===== src/rtl/mult_arb_pkg.sv =====
`default_nettype none
// +-----------------------------------------------------------------------------
// | Module   : mult_arb_pkg
// | Brief    : Shared sizes and packed-operand slicing for the 4-way multiplier arbiter.
// | Revision : 1.0  initial release
// +-----------------------------------------------------------------------------
package mult_arb_pkg;

  localparam int N_REQ  = 4;
  localparam int OP_W   = 8;
  localparam int PROD_W = 2 * OP_W;
  localparam int ID_W   = 2;
  localparam int BUS_W  = N_REQ * OP_W;

  // Requester i owns bits [OP_W*i +: OP_W] of a packed operand bus.
  function automatic logic [OP_W-1:0] op_slice(input logic [BUS_W-1:0] bus,
                                               input logic [ID_W-1:0]  id);
    return bus[int'(id)*OP_W +: OP_W];
  endfunction

endpackage
`default_nettype wire


===== src/rtl/rr_arb4.sv =====
`default_nettype none
// +-----------------------------------------------------------------------------
// | Module   : rr_arb4
// | Brief    : Combinational 4-way round-robin arbiter, search starts after 'last'.
// | Revision : 1.0  initial release
// +-----------------------------------------------------------------------------
module rr_arb4
  import mult_arb_pkg::*;
(
  input  logic [N_REQ-1:0] req,
  input  logic [ID_W-1:0]  last,
  output logic [N_REQ-1:0] grant
);

  logic [ID_W-1:0] w_idx;
  logic            w_found;

  always_comb begin
    grant   = '0;
    w_idx   = '0;
    w_found = 1'b0;
    for (int k = 1; k <= N_REQ; k++) begin
      w_idx = last + ID_W'(k);
      if (!w_found && req[w_idx]) begin
        grant[w_idx] = 1'b1;
        w_found      = 1'b1;
      end
    end
  end

endmodule
`default_nettype wire


===== src/rtl/mult_arb4.sv =====
`default_nettype none
// +-----------------------------------------------------------------------------
// | Module   : mult_arb4
// | Brief    : Four requesters share one external multiplier through an op/rsp pipeline.
// | Revision : 1.0  initial release
// +-----------------------------------------------------------------------------
module mult_arb4 #(
  parameter int N_REQ = mult_arb_pkg::N_REQ,
  parameter int OP_W  = mult_arb_pkg::OP_W
) (
  input  logic                  clk,
  input  logic                  rst_n,
  input  logic [N_REQ-1:0]      req_valid,
  output logic [N_REQ-1:0]      req_ready,
  input  logic [N_REQ*OP_W-1:0] req_x,
  input  logic [N_REQ*OP_W-1:0] req_y,
  output logic [OP_W-1:0]       mul_x,
  output logic [OP_W-1:0]       mul_y,
  input  logic [2*OP_W-1:0]     mul_z,
  output logic                  rsp_valid,
  input  logic                  rsp_ready,
  output logic [1:0]            rsp_id,
  output logic [2*OP_W-1:0]     rsp_z
);

  import mult_arb_pkg::*;

  logic              r_op_valid;
  logic [ID_W-1:0]   r_op_id;
  logic [OP_W-1:0]   r_op_x;
  logic [OP_W-1:0]   r_op_y;
  logic              r_rsp_valid;
  logic [ID_W-1:0]   r_rsp_id;
  logic [2*OP_W-1:0] r_rsp_z;
  logic [ID_W-1:0]   r_last;

  logic [N_REQ-1:0]  w_grant;
  logic [ID_W-1:0]   w_gnt_id;
  logic              w_rsp_load;
  logic              w_op_load;
  logic              w_accept;

  rr_arb4 u_arb (
    .req   (req_valid),
    .last  (r_last),
    .grant (w_grant)
  );

  // A stalled rsp stage only blocks the op stage when the op stage is occupied.
  assign w_rsp_load = ~r_rsp_valid | rsp_ready;
  assign w_op_load  = ~r_op_valid | w_rsp_load;
  assign req_ready  = (rst_n && w_op_load) ? w_grant : '0;
  assign w_accept   = |req_ready;

  always_comb begin
    w_gnt_id = '0;
    for (int i = 0; i < N_REQ; i++) begin
      if (w_grant[i]) w_gnt_id = ID_W'(i);
    end
  end

  always_ff @(posedge clk or negedge rst_n) begin
    if (!rst_n) begin
      r_op_valid <= 1'b0;
      r_op_id    <= '0;
      r_op_x     <= '0;
      r_op_y     <= '0;
      r_last     <= ID_W'(N_REQ - 1);
    end else if (w_op_load) begin
      r_op_valid <= w_accept;
      if (w_accept) begin
        r_op_id <= w_gnt_id;
        r_op_x  <= op_slice(req_x, w_gnt_id);
        r_op_y  <= op_slice(req_y, w_gnt_id);
        r_last  <= w_gnt_id;
      end
    end
  end

  always_ff @(posedge clk or negedge rst_n) begin
    if (!rst_n) begin
      r_rsp_valid <= 1'b0;
      r_rsp_id    <= '0;
      r_rsp_z     <= '0;
    end else if (w_rsp_load) begin
      r_rsp_valid <= r_op_valid;
      r_rsp_id    <= r_op_id;
      r_rsp_z     <= mul_z;
    end
  end

  assign mul_x     = r_op_x;
  assign mul_y     = r_op_y;
  assign rsp_valid = r_rsp_valid;
  assign rsp_id    = r_rsp_id;
  assign rsp_z     = r_rsp_z;

endmodule
`default_nettype wire


===== config.mk =====
export PLATFORM = sky130hd
export DESIGN_NAME = mult_arb4
export DESIGN_NICKNAME = d
export VERILOG_FILES = /design/src/rtl/mult_arb_pkg.sv /design/src/rtl/rr_arb4.sv /design/src/rtl/mult_arb4.sv
export SDC_FILE = /design/constraint.sdc
export NUM_CORES = 1
export LEC_CHECK = 0
export ABC_CLOCK_PERIOD_IN_PS = 3100
export BUFFER_PORTS_ARGS = -buffer_cell sky130_fd_sc_hd__buf_2
export CORE_ASPECT_RATIO = 1.1
export CORE_MARGIN = 2
export CORE_UTILIZATION = 25
export DETAILED_ROUTE_END_ITERATION = 8
export GPL_ROUTABILITY_DRIVEN = 0
export MAX_ROUTING_LAYER = met4
export PLACE_DENSITY_LB_ADDON = 0.25
export RECOVER_POWER = 25
export REMOVE_ABC_BUFFERS = 1
export SYNTH_ARGS = -nofsm -noshare
export SYNTH_HDL_FRONTEND = slang
export SYNTH_SLANG_ARGS = --single-unit

===== constraint.sdc =====
create_clock -name clk -period 3.1 [get_ports clk]
set_clock_uncertainty 0.05 [all_clocks]
set_input_delay 0.31 -clock clk [delete_from_list [all_inputs] [get_ports clk]]
set_output_delay 0.31 -clock clk [all_outputs]
set_load 0.05 [all_outputs]

==> metrics.md <==
| Metric | Value |
|---|---|
| Outcome | complete, but fails checks |
| DR iter-0 viols | 56 |
| Pre-CTS worst setup slack | -17.4 ps |
| Top sig layer | met4 |
| DIE WIDTH | 100 um |
| Post-synthesis sequential area ratio | 39.5% |
| Core Region | 9890 um2 |
| Post-CTS Hold Buffers | 0 |
| # DRC | 0 |
| Syn Inst Count | 230 |
| DR pass1 iterations | 4 |
| Worst-Margin Slew | 2140 ps |
| Synth Area in Simple Gates | 7.78% |
| I/O Pins | 126 |
| Number of global-route vias before repair | 2553 |
| FF-to-FF End | r_op_id[0] |
| CP bufs+invs | 3 |
| Post-layout total power | 5200 uW |
| ANT cells | 0 |
| Worst rel slew slack | -42.7% |
| Synth Area in Adders | 3.94% |
| Post-synth cell types | 33 |
| CP Data Arrival Time | 3180 ps |
| Initial Util | 25.7% |
| Share of cells above drive strength 1 | 59.2% |
| Pleak | 0.00180 uW |
| CTS max path bufs | 2 |
| Initial antenna violation count | 0 |
| Overflow after GRT | 0 |
| Area growth syn-to-layout | 45.0% |
| Num CTS Buffers | 5 |
| TritonCTS clock tree | done |
| Count of antenna-violating nets left after detailed routing | 0 |
| Cells along the critical path | buf_6 > mux4_2 > buf_8 > and2_4 > a2111oi_4 > buf_4 > and4bb_4 > a31o_4 > mux2_4 |
| Top-area cell type share of the netlist area | 37.4% |
| Skew-Pair Late Insertion Delay | 280 ps |
| Reg2Reg Launch Point | r_last[0] |
| Met3 WL | 511 um |
| Yosys reg bits | 40 |
| Critical Path End Type | flop |
| Final min period | 3060 ps |
| WHS | 201 ps |
| Total wire length | 8140 um |
| Clk sinks | 40 |
| CP delay by family, top | multiplexers |
| Synthesized area | 2540 um2 |
| Largest area contributor in the netlist | dfrtp_1 |
| Ys Warns | 0 |
| Hold Path Cell Cnt | 2 |
| Max Freq | 327 MHz |
| Detail Route met2 WL | 4010 um |
| Clock Pin Slew Worst Setup and Hold Paths | 80 ps |
| Worst R2R Path Depth | 9 |
| Hold EP | rsp_z[5] |
| Unrepaired setup endpoints after global routing | true |
| Via Count | 2368 |
| CP required | 3220 ps |
| Setup ws final | 43.8 ps |
| CP max stage delay | 570 ps |
| CP startpoint | r_last[0] |
| CTS root buffer | clkbuf_8 |
| Avg Inst Size Synth | 11.0 um2 |
| Slew Viols, Final | 41 |
| Crit-path slowest cell | dfstp_2 |
| Final TNS setup | 0 ps |
| Final hold vios | 0 |
| Commonest non-fill, non-tap cell in the layout | buf_2 |
| Routed vias/inst | 4.80 |
| Standard-cell row count | 38 |
| Crit Path Class | reg -> reg |
| First-pass GRT wire length | 12700 um |
| WL per Instance | 16.5 um |
| Synth area leaders | dfrtp_1, mux2_2, a32oi_1, o211ai_1, o21bai_1 |
| XOR/XNOR Fraction of Synth Area | 0% |
| Largest net degree at the start of global routing | 41 |
| Startpoint Class | flop |
| Mux cell area share after synthesis | 19.5% |
| Aggregate global-route resource usage | 15.1% |
| Layout fillers | 1037 |
| PwrDens | 1410 nW/um2 |
| Number of port buffers | 125 |
| Met1 WL | 3550 um |
| Max_cap viols | 1 |
| Failing checks | capacitance limit, slew limit |
| Worst Path Max Fanout | 7 |
| Worst Hold Class | in -> reg |
| Die area | 11000 um2 |
| Placed wire-length estimate | 6170 um |
| Reg-to-reg slack, setup | 40 ps |
| Largest family of logic cells by synthesized area | compound AO/OA/AOI/OAI gates |
| Die H | 110 um |
| Htree depth | 2 |
| Max IR drop VDD | 450 uV |
| Nets | 467 |
| Commonest cells after routing, fill and taps aside | buf_2, dfrtp_1, mux2_2 |
| Complex-gate fraction of the synthesized area | 22.2% |
| Fin crit share | 98.6% |
| Setup Viol. Count Final | 0 |
| Min-delay src | mul_z[5] |
metrics by stage:
stage	cell area, um2	instances	util [%]
floorplan	2430	212	-
global placement	3370	476	34.1
detailed placement	3370	476	34.1
CTS	3560	486	36.0
global route	3680	493	37.2
finish	3680	493	37.2
where the power goes:
part	internal [uW]	total, uW	switching, uW
Sequential	759	877	118
Combinational	1640	3960	2320
Clock	178	362	184
Total	2580	5200	2620
layer usage:
layer	track usage [%]	vias up
met2	25.6	101
met1	18.1	1132
met3	3.43	6
met4	3.72	0
met5	-	-
li1	-	1129
synth_stat cells:
| cell type | count |
|---|---|
| or2_2 | 1 |
| and2_1 | 3 |
| nor2b_1 | 2 |
| clkbuf_1 | 8 |
| mux4_2 | 4 |
| nand3b_1 | 1 |
| mux2_2 | 36 |
| o21bai_1 | 16 |
| buf_1 | 1 |
| buf_6 | 4 |
| a2111oi_4 | 1 |
| nand3_4 | 1 |
| o21ai_0 | 2 |
| and2_4 | 1 |
| inv_1 | 20 |
| a21oi_1 | 19 |
| o2bb2ai_1 | 1 |
| a2bb2oi_1 | 1 |
| dfrtp_1 | 38 |
| nor3b_1 | 3 |
| o211ai_1 | 16 |
| dfstp_2 | 2 |
| nor2_1 | 5 |
| nand2b_1 | 2 |
| a32oi_1 | 16 |
| nor4b_2 | 2 |
| buf_2 | 4 |
| buf_4 | 1 |
| a31o_4 | 1 |
| and4bb_4 | 1 |
| ha_1 | 8 |
| a21o_1 | 2 |
| nand2_1 | 7 |
cell type report:
type | count | area, um2 | area share, %
well taps | 120 | 150 | 4.08
flip-flops and latches | 40 | 1000 | 27.2
inverters | 20 | 77.6 | 2.11
repair buffers | 153 | 908 | 24.7
multi-input cells | 152 | 1450 | 39.4
clock inverters | 2 | 10.0 | 0.272
clock buffers | 6 | 82.6 | 2.24
sequential cells by signal (all words and copies together), names as in the netlist:
name / flops
r_op_valid: 1
mul_y: 8
r_op_id: 2
mul_x: 8
rsp_z: 16
rsp_id: 2
rsp_valid: 1
r_last: 2
repair_timing:
item	CTS	global route
setup endpoints to repair	7	13
resized for setup	17	21
setup buffers	2	7
pin swaps	3	13
worst register-to-register path, cell delays in order, from the launching register on:
cell and delay [ps]:
dfstp_2 570, buf_6 130, mux4_2 560, buf_8 170
and2_4 140, a2111oi_4 340, buf_4 170, and4bb_4 260
a31o_4 220, mux2_4 310
how the worst max path moves through the flow:
stage / end / slack (ps) / cells past startpoint
CTS: req_ready[2] / -10 / 7
global placement: mul_y[1] / 20 / 10
floorplan: req_ready[2] / -560 / 7
detailed placement: mul_x[0] / -20 / 10
finish: r_op_id[0] / 40 / 9
global route: r_op_id[0] / -50 / 9
cell families (layout without fill, tap and decap cells):
| family | Yosys count | count (layout) |
|---|---|---|
| DFF | 40 | 40 |
| adders and majority gates | 8 | 8 |
| AOI/OAI and AO/OA | 75 | 75 |
| and+or+nand+nor | 29 | 29 |
| muxes | 40 | 40 |
| buffers and inverters | 38 | 181 |
No activity file was read; power rests on OpenSTA's default activity.
